## src/rtl/lock_controller_if.sv

```systemverilog
// Keypad and status bundle for lock_controller: the keypad drives the strobes,
// the controller drives the status outputs.
interface lock_controller_if;
    logic       digit_valid;
    logic [3:0] digit;
    logic       clear;
    logic       prog;
    logic       unlocked;
    logic       lockout;
    logic       err;
    logic [3:0] entry_cnt;
    logic [2:0] fail_cnt;
    logic [7:0] ticks_left;

    modport master (
        output digit_valid, digit, clear, prog,
        input  unlocked, lockout, err, entry_cnt, fail_cnt, ticks_left
    );

    modport slave (
        input  digit_valid, digit, clear, prog,
        output unlocked, lockout, err, entry_cnt, fail_cnt, ticks_left
    );
endinterface

```

## src/rtl/lock_controller.sv

```systemverilog
// BCD keypad lock with retry lockout and timed auto-relock.
// Optional macro LOCK_PROGRAM_EN adds a PROG state for replacing the stored code.
module lock_controller #(
    parameter int unsigned CODE_LEN      = 4,
    parameter logic [31:0] DEFAULT_CODE  = 32'h0000_1234,
    parameter int unsigned MAX_TRIES     = 3,
    parameter int unsigned LOCKOUT_TICKS = 30,
    parameter int unsigned UNLOCK_TICKS  = 5
) (
    input  logic              clk,
    input  logic              rst,
    input  logic              slow_clk,
    lock_controller_if.slave  bus
);

    typedef enum logic [2:0] {
        IDLE,
        ENTRY,
        CHECK,
        UNLOCKED,
        LOCKOUT
`ifdef LOCK_PROGRAM_EN
        , PROG
`endif
    } state_t;

    localparam logic [3:0]  LEN      = 4'(CODE_LEN);
    localparam logic [2:0]  TRIES    = 3'(MAX_TRIES);
    localparam logic [7:0]  LOCK_T   = 8'(LOCKOUT_TICKS);
    localparam logic [7:0]  UNLOCK_T = 8'(UNLOCK_TICKS);
    localparam logic [31:0] CODE_MASK =
        (CODE_LEN >= 8) ? 32'hFFFF_FFFF : ((32'd1 << (4 * CODE_LEN)) - 32'd1);

    state_t      state;
    logic [31:0] entry;
    logic [31:0] code;
    logic [3:0]  entry_count;
    logic [2:0]  fail_count;
    logic [7:0]  tick_count;
    logic        unlock_flag;
    logic        lock_flag;
    logic        err_flag;

    logic        sync1, sync2, sync_prev, tick;

    logic [31:0] entry_next;
    logic [3:0]  count_next;
    logic [2:0]  fail_next;
    logic        digit_bad;
    logic        code_match;

    assign entry_next = {entry[27:0], bus.digit};
    assign count_next = entry_count + 4'd1;
    assign fail_next  = fail_count + 3'd1;
    assign digit_bad  = (bus.digit > 4'd9);
    assign code_match = ((entry & CODE_MASK) == (code & CODE_MASK));

`ifndef LOCK_PROGRAM_EN
    logic unused_prog;
    assign code        = DEFAULT_CODE;
    assign unused_prog = bus.prog;
`endif

    // Tick is registered so it lands three clks after the slow_clk edge.
    always_ff @(posedge clk or posedge rst) begin
        if (rst) begin
            sync1     <= 1'b0;
            sync2     <= 1'b0;
            sync_prev <= 1'b0;
            tick      <= 1'b0;
        end else begin
            sync1     <= slow_clk;
            sync2     <= sync1;
            sync_prev <= sync2;
            tick      <= sync2 & ~sync_prev;
        end
    end

    always_ff @(posedge clk or posedge rst) begin
        if (rst) begin
            state       <= IDLE;
            entry       <= '0;
            entry_count <= '0;
            fail_count  <= '0;
            tick_count  <= '0;
            unlock_flag <= 1'b0;
            lock_flag   <= 1'b0;
            err_flag    <= 1'b0;
`ifdef LOCK_PROGRAM_EN
            code        <= DEFAULT_CODE;
`endif
        end else begin
            err_flag <= 1'b0;
            case (state)
                IDLE, ENTRY: begin
                    if (bus.clear) begin
                        entry_count <= '0;
                        state       <= IDLE;
                    end else if (bus.digit_valid) begin
                        if (digit_bad) begin
                            err_flag    <= 1'b1;
                            entry_count <= '0;
                            state       <= IDLE;
                        end else begin
                            entry       <= entry_next;
                            entry_count <= count_next;
                            state       <= (count_next == LEN) ? CHECK : ENTRY;
                        end
                    end
                end

                CHECK: begin
                    entry_count <= '0;
                    if (code_match) begin
                        state       <= UNLOCKED;
                        unlock_flag <= 1'b1;
                        fail_count  <= '0;
                        tick_count  <= UNLOCK_T;
                    end else begin
                        err_flag <= 1'b1;
                        if (fail_next >= TRIES) begin
                            state      <= LOCKOUT;
                            lock_flag  <= 1'b1;
                            fail_count <= TRIES;
                            tick_count <= LOCK_T;
                        end else begin
                            state      <= IDLE;
                            fail_count <= fail_next;
                        end
                    end
                end

                UNLOCKED: begin
`ifdef LOCK_PROGRAM_EN
                    if (bus.prog) begin
                        state       <= PROG;
                        unlock_flag <= 1'b0;
                        tick_count  <= '0;
                        entry_count <= '0;
                    end else
`endif
                    if (tick) begin
                        if (tick_count <= 8'd1) begin
                            state       <= IDLE;
                            unlock_flag <= 1'b0;
                            tick_count  <= '0;
                        end else begin
                            tick_count <= tick_count - 8'd1;
                        end
                    end
                end

                LOCKOUT: begin
                    if (tick) begin
                        if (tick_count <= 8'd1) begin
                            state      <= IDLE;
                            lock_flag  <= 1'b0;
                            tick_count <= '0;
                            fail_count <= '0;
                        end else begin
                            tick_count <= tick_count - 8'd1;
                        end
                    end
                end

`ifdef LOCK_PROGRAM_EN
                PROG: begin
                    if (bus.clear) begin
                        entry_count <= '0;
                        state       <= IDLE;
                    end else if (bus.digit_valid) begin
                        if (digit_bad) begin
                            err_flag    <= 1'b1;
                            entry_count <= '0;
                            state       <= IDLE;
                        end else if (count_next == LEN) begin
                            code        <= entry_next;
                            entry_count <= '0;
                            state       <= IDLE;
                        end else begin
                            entry       <= entry_next;
                            entry_count <= count_next;
                        end
                    end
                end
`endif

                default: state <= IDLE;
            endcase
        end
    end

    assign bus.unlocked   = unlock_flag;
    assign bus.lockout    = lock_flag;
    assign bus.err        = err_flag;
    assign bus.entry_cnt  = entry_count;
    assign bus.fail_cnt   = fail_count;
    assign bus.ticks_left = tick_count;

endmodule

```

## src/flat_wrapper.sv

```systemverilog
// flat-port wrapper written by rule: the top's interface ports become plain ports
module lock_controller_flat 
#(
    parameter int unsigned CODE_LEN      = 4,
    parameter logic [31:0] DEFAULT_CODE  = 32'h0000_1234,
    parameter int unsigned MAX_TRIES     = 3,
    parameter int unsigned LOCKOUT_TICKS = 30,
    parameter int unsigned UNLOCK_TICKS  = 5
)
  (clk, rst, slow_clk, bus_digit_valid, bus_digit, bus_clear, bus_prog, bus_unlocked, bus_lockout, bus_err, bus_entry_cnt, bus_fail_cnt, bus_ticks_left);
  lock_controller_if bus_i ();
  input  logic clk;
  input  logic rst;
  input  logic slow_clk;
  input wire logic [$bits(bus_i.digit_valid)-1:0] bus_digit_valid;
  input wire logic [$bits(bus_i.digit)-1:0] bus_digit;
  input wire logic [$bits(bus_i.clear)-1:0] bus_clear;
  input wire logic [$bits(bus_i.prog)-1:0] bus_prog;
  output wire logic [$bits(bus_i.unlocked)-1:0] bus_unlocked;
  output wire logic [$bits(bus_i.lockout)-1:0] bus_lockout;
  output wire logic [$bits(bus_i.err)-1:0] bus_err;
  output wire logic [$bits(bus_i.entry_cnt)-1:0] bus_entry_cnt;
  output wire logic [$bits(bus_i.fail_cnt)-1:0] bus_fail_cnt;
  output wire logic [$bits(bus_i.ticks_left)-1:0] bus_ticks_left;
  assign bus_i.digit_valid = bus_digit_valid;
  assign bus_i.digit = bus_digit;
  assign bus_i.clear = bus_clear;
  assign bus_i.prog = bus_prog;
  assign bus_unlocked = bus_i.unlocked;
  assign bus_lockout = bus_i.lockout;
  assign bus_err = bus_i.err;
  assign bus_entry_cnt = bus_i.entry_cnt;
  assign bus_fail_cnt = bus_i.fail_cnt;
  assign bus_ticks_left = bus_i.ticks_left;
  lock_controller #(.CODE_LEN(CODE_LEN), .DEFAULT_CODE(DEFAULT_CODE), .MAX_TRIES(MAX_TRIES), .LOCKOUT_TICKS(LOCKOUT_TICKS), .UNLOCK_TICKS(UNLOCK_TICKS)) u_core (.clk(clk), .rst(rst), .slow_clk(slow_clk), .bus(bus_i));
endmodule
```

## config.mk

```make
export PLATFORM = sky130hd
export DESIGN_NAME = lock_controller_flat
export DESIGN_NICKNAME = d
export VERILOG_FILES = /design/src/rtl/lock_controller_if.sv /design/src/rtl/lock_controller.sv /design/src/flat_wrapper.sv
export SDC_FILE = /design/constraint.sdc
export NUM_CORES = 1
export LEC_CHECK = 0
export CAP_MARGIN = 20
export CORE_MARGIN = 2
export CORE_UTILIZATION = 56
export DETAILED_ROUTE_END_ITERATION = 8
export GPL_TIMING_DRIVEN = 0
export HOLD_SLACK_MARGIN = 0.06
export PLACE_DENSITY = 0.88
export RECOVER_POWER = 25
export SYNTH_ARGS = -nofsm -noshare
export SYNTH_HDL_FRONTEND = slang
export SYNTH_SLANG_ARGS = --single-unit
```

## constraint.sdc

```tcl
create_clock -name clk -period 2.78 [get_ports clk]
set_input_delay 0.556 -clock clk [delete_from_list [all_inputs] [get_ports clk]]
set_output_delay 0.556 -clock clk [all_outputs]
set_load 0.005 [all_outputs]
```

# After elaboration in Yosys (flattened, before gate mapping)
# Cells that the tools add are included.
op_classes:
  n_mux: 33
  eq_ne: 17
  reduce_logical: 14
  n_lt_le_gt_ge: 3
  bitwise_logic: 4
  addsub: 3
op_table:
  columns: ["operator", "n"]
  rows:
  - ["8-bit 2-to-1 mux", 4]
  - ["3-bit 2-to-1 mux", 9]
  - ["16-bit by 13-bit == test with 1-bit output, second input constant", 1]
  - ["2-bit by 1-bit != test with 1-bit output, second input constant", 8]
  - ["8-bit one-hot mux with 2 select lines", 1]
  - ["4-bit 2-to-1 mux", 3]
  - ["1-bit 2-to-1 mux", 9]
  - ["3-bit one-hot mux with 3 select lines", 1]
  - ["3-bit AND reduction", 3]
  - ["8-bit by 1-bit <= comparator with 1-bit output, second input constant", 1]
  - ["4-bit one-hot mux with 2 select lines", 1]
  - ["4-bit AND reduction", 2]
  - ["2-bit nonzero test", 4]
  - ["8-bit by 1-bit subtractor with 8-bit output, second input constant", 1]
  - ["3-bit by 2-bit == test with 1-bit output, second input constant", 2]
  - ["1-bit one-hot mux with 2 select lines", 3]
  - ["3-bit one-hot mux with 2 select lines", 1]
  - ["5-bit AND reduction", 1]
  - ["4-bit by 1-bit adder with 4-bit output, second input constant", 1]
  - ["4-bit by 3-bit == test with 1-bit output, second input constant", 1]
  - ["4-bit greater-than comparator, second input constant", 1]
  - ["2-bit OR reduction", 2]
  - ["3-bit by 1-bit adder with 3-bit output, second input constant", 1]
  - ["3-bit by 1-bit == test with 1-bit output, second input constant", 1]
  - ["10 further kinds", 12]
word_totals:
  reg_bits: 41
  input_bits: 10

# Logic depth before layout (Yosys ltp)
# Gate-level depths: netlist (run 1).
depth:
  word_depth: 7
  mapped_depth: 8
  mapped_depth_nobuf: 7

# Worst setup path before layout (run 1)
# Ideal clock, no wire load.
synth_path:
  path_kind: "register -> register"
  start: "register u_core.fail_count[0], in the netlist u_core.bus.fail_cnt[0]"
  end: "register u_core.tick_count[1], in the netlist u_core.bus.ticks_left[1]"
  path_buffers: 0
  setup_slack_ns: 0.967
  setup_time_ns: 0.125
  stages_incl_launch_ff: 6
  arrival_time_ns: 1.689
  required_time_ns: 2.655
  path_cell_list: "dfrtp_1 > ha_1 > xnor2_1 > nor3b_1 > a31o_4 > mux2_2"
synth_between:
  elab_chain_cells: 4
synth_rtl:
  columns: ["element", "line_no", "rtl"]
  rows:
  - ["start, declared", "lock_controller.sv:38", "logic [2:0] fail_count;"]
  - ["start signal, assigned", "lock_controller.sv:128", "fail_count <= fail_next;"]
  - ["3-bit by 1-bit adder with 3-bit output", "lock_controller.sv:54", "assign fail_next = fail_count + 3'd1;"]
  - ["3-bit by 2-bit >= comparator with 1-bit output", "lock_controller.sv:121", "if (fail_next >= TRIES) begin"]
  - ["3-bit by 1-bit != test with 1-bit output (no line)", null, null]
  - ["3-bit AND reduction (no line)", null, null]
  - ["end signal, assigned", "lock_controller.sv:148", "tick_count <= tick_count - 8'd1;"]
  - ["end signal, assigned", "lock_controller.sv:161", "tick_count <= tick_count - 8'd1;"]
  - ["end, declared", "lock_controller.sv:39", "logic [7:0] tick_count;"]
# No other way between the ends.
# A chain may end at the register's enable or synchronous reset.

==> results.cfg, run 1 <==
[setup_path]
path_class = input pin to asynchronous set/reset pin
crit_family = buffers and inverters
cp.required_ps = 2910
max_stage_delay_ps = 1090
cp-end-kind = asynchronous set/reset pin
path_max_fanout = 41
crit_slowest_cell = inv_1
r2r-end = u_core.bus.ticks_left[1]
worstPathArrival_ps = 2180
crit_chain = dlygate4sd3_1 -> inv_1
crit_buf_inv = 2
rrSetupSlack_ps = 730
r2r_cells = 5
start_kind = input pin
crit-reg2reg-launch = u_core.bus.fail_cnt[0]

[clock_network]
clk_pin_slew_ps = 70
cts_tree = done
root_buffer = clkbuf_8
clk_latency_ps = 290
cts_hold_buf = 0
clock_path_buffers = 2
cts_resized = 0
cts.htree.levels = 2
cts_setup_buffers = 0
cts_buffers = 5
clock-sinks = 41

[global_route]
grt_pass1_wl_um = 6860
grt_util_all_layers = 0.213
antenna_found_initial = 0
grt_pass1_vias = 1496
grt_max_degree = 42
grt_overflow_total = 0

[floorplan]
die-area_um2 = 4230
fp.coreArea_um2 = 3610
die_height_um = 65.0
die_x_um = 65.0
initial_utilization = 0.578
ios = 28
rows = 22

[place]
dp_hpwl_um = 2720
io_buffers = 26
pre_cts_ws_ps = 399
place.gp.congestion = 0.863
placed_cells_incl_taps = 261

[run_status]
status = finished, violations left
violations = max-capacitance violations, max-slew violations

[logic_synthesis]
synth_area_um2 = 2080
synth_edf_count = 0
yosysTopAreaCell = dfrtp_1
synth_area_leaders = dfrtp_1 49%, mux2_2 8.6%, ha_1 3.6%
synthCells = 187
synth_nets = 203
ys_ff_latch = 41
yosysTopAreaCellShare = 0.492
synth.distinct_cells = 49
postSynthAreaPerCell_um2 = 11.1
synthArstFlopShare = 1.00
synth_top_flop_cell = dfrtp_1
yosysWarnings = 0
ys_seq_area_frac = 0.492

[final_layout]
final_common_cell = dfrtp_1
seq_area_um2 = 1030
multiInputGateArea_um2 = 981
nNetsFinal = 236
n_antenna_cell = 0
mostFrequentLayoutCells = 41 x dfrtp_1, 24 x clkdlybuf4s50_1, 16 x mux2_2
layout.cells.non_filler = 268
fillers = 270
area_delta_synth_final_pct = 20.3
drive_above_1_share = 0.191

[run]
drv_cap = 1

[routing]
ant_nets = 0
route.detailed.drc = 0
wl_per_cell_um = 15.1
post_drt_via_cell_ratio = 5.88
routed_wl_um = 4050
num_vias = 1577
first_pass_iters = 4
drtIter0Drc = 102

[sta]
setup_viol_count_final = 0
slew_viol_final = 42
finalSetupTns_ps = 0
final-hold-violation-count = 0
fin_worst_hold_slack_ps = 353
fmax_mhz = 487
min_period_over_period = 0.739
slew_headroom = -0.0128
finalClockSkew_ps = 9.11
rsz0062_at_grt = false
finalCriticalPeriod_ps = 2050
worst_pin_slew_ps = 1520
timing.final.ws_setup_ps = 725

[power_and_ir_drop]
p_leak_nw = 1.07
cellPowerDensity_nw_per_um2 = 947
ir_drop_mv = 0.529

[min_path]
hold_path.class = flop to flop
min_path_cells = 0
worst_hold_path.endpoint = u_core.sync2
min_from = u_core.sync1
[state kept, by name (all words and copies together) (netlist names)]
signal                 flops
u_core.bus.ticks_left      8
u_core.bus.fail_cnt        3
u_core.sync_prev           1
u_core.bus.err             1
u_core.entry              16
u_core.bus.lockout         1
u_core.state               3
u_core.tick                1
u_core.sync2               1
u_core.sync1               1
u_core.bus.entry_cnt       4
u_core.bus.unlocked        1
[worst max path at each step]
stage                           startpoint                  endpoint  cells past startpoint
floorplan           u_core.bus.fail_cnt[0]  u_core.bus.ticks_left[1]                      5
global placement                       rst        u_core.bus.lockout                      2
detailed placement            bus_digit[1]          u_core.entry[13]                      5
CTS                 u_core.bus.fail_cnt[0]  u_core.bus.ticks_left[1]                      5
global route                           rst  u_core.bus.ticks_left[3]                      2
finish                                 rst          u_core.entry[15]                      2
[cell type report]
cell class	count	area share
timing repair buffer	26	0.104
tap	48	0.0239
clock inverter	2	0.0140
clock buffer	5	0.0274
multi-input combinational	132	0.391
buffer	6	0.0190
sequential	41	0.409
inverter	8	0.0120
[cell usage after synthesis (all sizes together), types with 2 or more instances]
library cell,n
nor2,9
a31o,2
dfrtp,41
buf,5
nand4,4
o21ai,18
nor4,3
a2bb2oi,3
o22ai,2
nand2b,4
nor2b,3
nor4b,2
ha,6
nand3,5
o31ai,4
a21o,2
nand2,12
a211oi,4
nor3b,3
o22a,2
inv,8
a31oi,3
mux2,16
and2,2
nor3,5
a21oi,6
[power by group]
group	switching [mW]	internal [mW]
combinational	0.434	0.497
sequential	0.187	0.798
clock	0.198	0.261
total	0.819	1.56
[stage by stage]
stage                     total power [mW]  cell area [µm²]   util
after floorplan                       1.61             2080      -
after global placement                1.87             2400  0.667
after detailed placement              1.91             2400  0.667
after CTS                             2.38             2510  0.696
after global routing                  2.54             2510  0.696
final                                 2.37             2510  0.696
[kinds of logic after synthesis]
| logic type | after synthesis | share of synthesized area |
|---|---|---|
| buffers and inverters | 14 | 0.0372 |
| xor gates and xnor gates | 1 | 0.00420 |
| DFF | 41 | 0.492 |
| muxes | 16 | 0.0864 |
| adders and majority gates | 6 | 0.0360 |
| AOI/OAI and AO/OA | 52 | 0.176 |
| and+or+nand+nor | 57 | 0.168 |
[routing by layer]
metal / global-route usage / vias up / share of wire
met3: 0.0451 / 9 / 0.049
met2: 0.334 / 51 / 0.50
li1: - / 748 / -
met4: 0.112 / 0 / 0.017
met1: 0.279 / 769 / 0.44
met5: 0 / - / 0
Power figures use the tool's default switching activity.
==> run 2, diff against run 1 <==
--- a/config.mk
+++ b/config.mk
@@ -7,11 +7,11 @@
 export LEC_CHECK = 0
 export CAP_MARGIN = 20
 export CORE_MARGIN = 2
-export CORE_UTILIZATION = 56
+export CORE_UTILIZATION = 49
 export DETAILED_ROUTE_END_ITERATION = 8
 export GPL_TIMING_DRIVEN = 0
 export HOLD_SLACK_MARGIN = 0.06
-export PLACE_DENSITY = 0.88
+export PLACE_DENSITY = 0.82
 export RECOVER_POWER = 25
 export SYNTH_ARGS = -nofsm -noshare
 export SYNTH_HDL_FRONTEND = slang
==> constraint.sdc (replaced) <==
create_clock -name clk -period 1.7 [get_ports clk]
set_input_delay 0.34 -clock clk [delete_from_list [all_inputs] [get_ports clk]]
set_output_delay 0.34 -clock clk [all_outputs]
set_load 0.005 [all_outputs]
==> run 2 against run 1 <==
Effect of this change:
- the flow finishes with violations (negative setup slack)
- design area is 12% higher
- sequential power is 70% higher
- count of clock-buffer cells in the layout is 2 higher
- sequential share of layout area is 4.1 points lower
- die area is 13% higher
- critical path depth is 3 higher
- non-clock buffer count is 15 higher
- register-to-register slack worse by 740 ps
- combinational power is 110% higher
- largest cell class is now multi-input gates
==> results.cfg, run 2 (synthesis gave the netlist of run 1 again) <==
[final_layout]
layout.cells.non_filler = 286
regMostFlops = u_core.entry
mostFrequentLayoutCells = 36 x dfrtp_1, 23 x clkdlybuf4s50_1, 15 x mux2_2, 15 x buf_4, 9 x nand2_1
largest_register_ffs = 16
drive_above_1_share = 0.377
final_common_cell = dfrtp_1
area_delta_synth_final_pct = 34.5
utilization = 0.691
n_antenna_cell = 0
nNetsFinal = 251

[clock_network]
clock-sinks = 41
clk_latency_ps = 300
clk_pin_slew_ps = 80
root_buffer = clkbuf_8
clock_path_buffers = 2
cts_tree = done
cts_buffers = 5
cts.htree.levels = 2
cts_hold_buf = 0

[setup_path]
crit_slowest_cell = dfrtp_2
start_kind = flop
cp-end-kind = flop
r2r_cells = 5
path_max_fanout = 6
crit-reg2reg-launch = u_core.bus.fail_cnt[0]
max_stage_delay_ps = 460
crit_buf_inv = 0
rrSetupSlack_ps = -20
crit_family = flip-flops
path_class = flop to flop
cp.required_ps = 1880
crit_chain = ha_4 -> xnor2_4 -> nor3b_4 -> a31o_4 -> mux2_4
worstPathArrival_ps = 1900
r2r-end = u_core.bus.ticks_left[1]

[routing]
routed_wl_um = 4430
ant_nets = 0
post_drt_via_cell_ratio = 5.67
num_vias = 1621
wl_per_cell_um = 15.5
first_pass_iters = 4
route.detailed.drc = 0
drtIter0Drc = 151

[power_and_ir_drop]
p_sw_frac = 0.357
netSwitchingPower_mw = 1.56
combPwrFrac = 0.456
seqPwrFrac = 0.382
p_int_mw = 2.81
power_mw = 4.37
cellPowerDensity_nw_per_um2 = 1560
ir_drop_mv = 0.906
p_leak_nw = 1.20
p_clk_frac = 0.162

[floorplan]
die_x_um = 69.2
die-area_um2 = 4790
rows = 23
die_height_um = 69.2
fp.coreArea_um2 = 4060
initial_utilization = 0.514
ios = 28

[min_path]
hold_path.class = flop to flop
worst_hold_path.endpoint = u_core.sync2
min_path_cells = 0
min_from = u_core.sync1

[global_route]
grt_max_degree = 42
grt_pass1_wl_um = 7670
grt_overflow_total = 0
antenna_found_initial = 0
grt_util_all_layers = 0.197
grt_pass1_vias = 1627

[sta]
timing.final.ws_setup_ps = -16.9
slew_headroom = 0.443
rsz0062_at_grt = true
setup_viol_count_final = 1
final-hold-violation-count = 0
worst_pin_slew_ps = 835
finalClockSkew_ps = 5.89
finalCriticalPeriod_ps = 1720
fin_worst_hold_slack_ps = 364
min_period_over_period = 1.01
slew_viol_final = 0
fmax_mhz = 582

[run_status]
status = finished, violations left
violations = negative setup slack

[run]
drv_cap = 0

[place]
dp_hpwl_um = 2840
io_buffers = 26
placed_cells_incl_taps = 263
place.gp.congestion = 0.859
## run 2: worst max-delay path by stage
stage                              from                        to  slack [ps]  depth (start not counted)
4_1_cts          u_core.bus.fail_cnt[1]  u_core.bus.ticks_left[1]         -30                          5
5_1_grt                 u_core.entry[8]  u_core.bus.ticks_left[4]         -90                          6
3_5_place_dp               bus_digit[3]          u_core.entry[14]        -460                          5
2_1_floorplan  u_core.bus.ticks_left[0]    u_core.bus.fail_cnt[1]           7                          7
6_report         u_core.bus.fail_cnt[0]  u_core.bus.ticks_left[1]         -20                          5
3_3_place_gp               bus_digit[3]          u_core.entry[13]        -440                          5
## run 2: power groups by stage
stage | registers (mW) | clock network [mW] | logic, mW
floorplan | 1.56 | 0 | 1.10
global placement | 1.61 | 0 | 1.49
detailed placement | 1.64 | 0 | 1.53
CTS | 1.65 | 0.720 | 1.80
global route | 1.72 | 0.766 | 2.18
finish | 1.67 | 0.708 | 1.99
## run 2: what timing repair did
item	CTS	global route
gates resized for setup	23	20
endpoints found under the setup margin	31	30
gates cloned	0	0
buffers inserted	9	6
pin swaps	7	9
## run 2: worst reg2reg max path, cell delays in order (launching register included)
cell and delay, ps:
dfrtp_2 460, ha_4 190, xnor2_4 130, nor3b_4 270
a31o_4 250, mux2_4 310
## run 2: per-stage QoR
stage                     area [µm²]  setup TNS, ps  setup slack (ps)
after floorplan                 2100              0              7.36
after global placement          2430         -24620              -438
after detailed placement        2430          -7830              -459
after CTS                       2690          -48.1             -34.9
after global routing            2800           -556             -93.4
final                           2800          -16.9             -16.9
## run 2: metal layers
layer  share of wire  wire length (µm)  up-vias  track usage
li1                -                 -      787            -
met1            0.46              2030      790        0.264
met2            0.50              2200       37        0.318
met3           0.033               147        7       0.0392
met4           0.012                55        0       0.0741
met5               0                 0        -            0
## run 2: layout make-up
type | count | area [µm²]
buffer | 6 | 52.6
clock buffer | 7 | 96.3
clock inverter | 1 | 5.00
fill | 300 | 1250
inverter | 8 | 30.0
multi-input combinational | 132 | 1150
sequential | 41 | 1030
tap | 50 | 62.6
timing repair buffer | 41 | 375
==> run 3, diff against run 2 <==
--- a/config.mk
+++ b/config.mk
@@ -8,6 +8,7 @@
 export CAP_MARGIN = 20
 export CORE_MARGIN = 2
 export CORE_UTILIZATION = 49
+export CTS_CLUSTER_SIZE = 28
 export DETAILED_ROUTE_END_ITERATION = 8
 export GPL_TIMING_DRIVEN = 0
 export HOLD_SLACK_MARGIN = 0.06
==> results of run 3 <==
No change in the layout: final DEF, timing and power equal those of run 2.
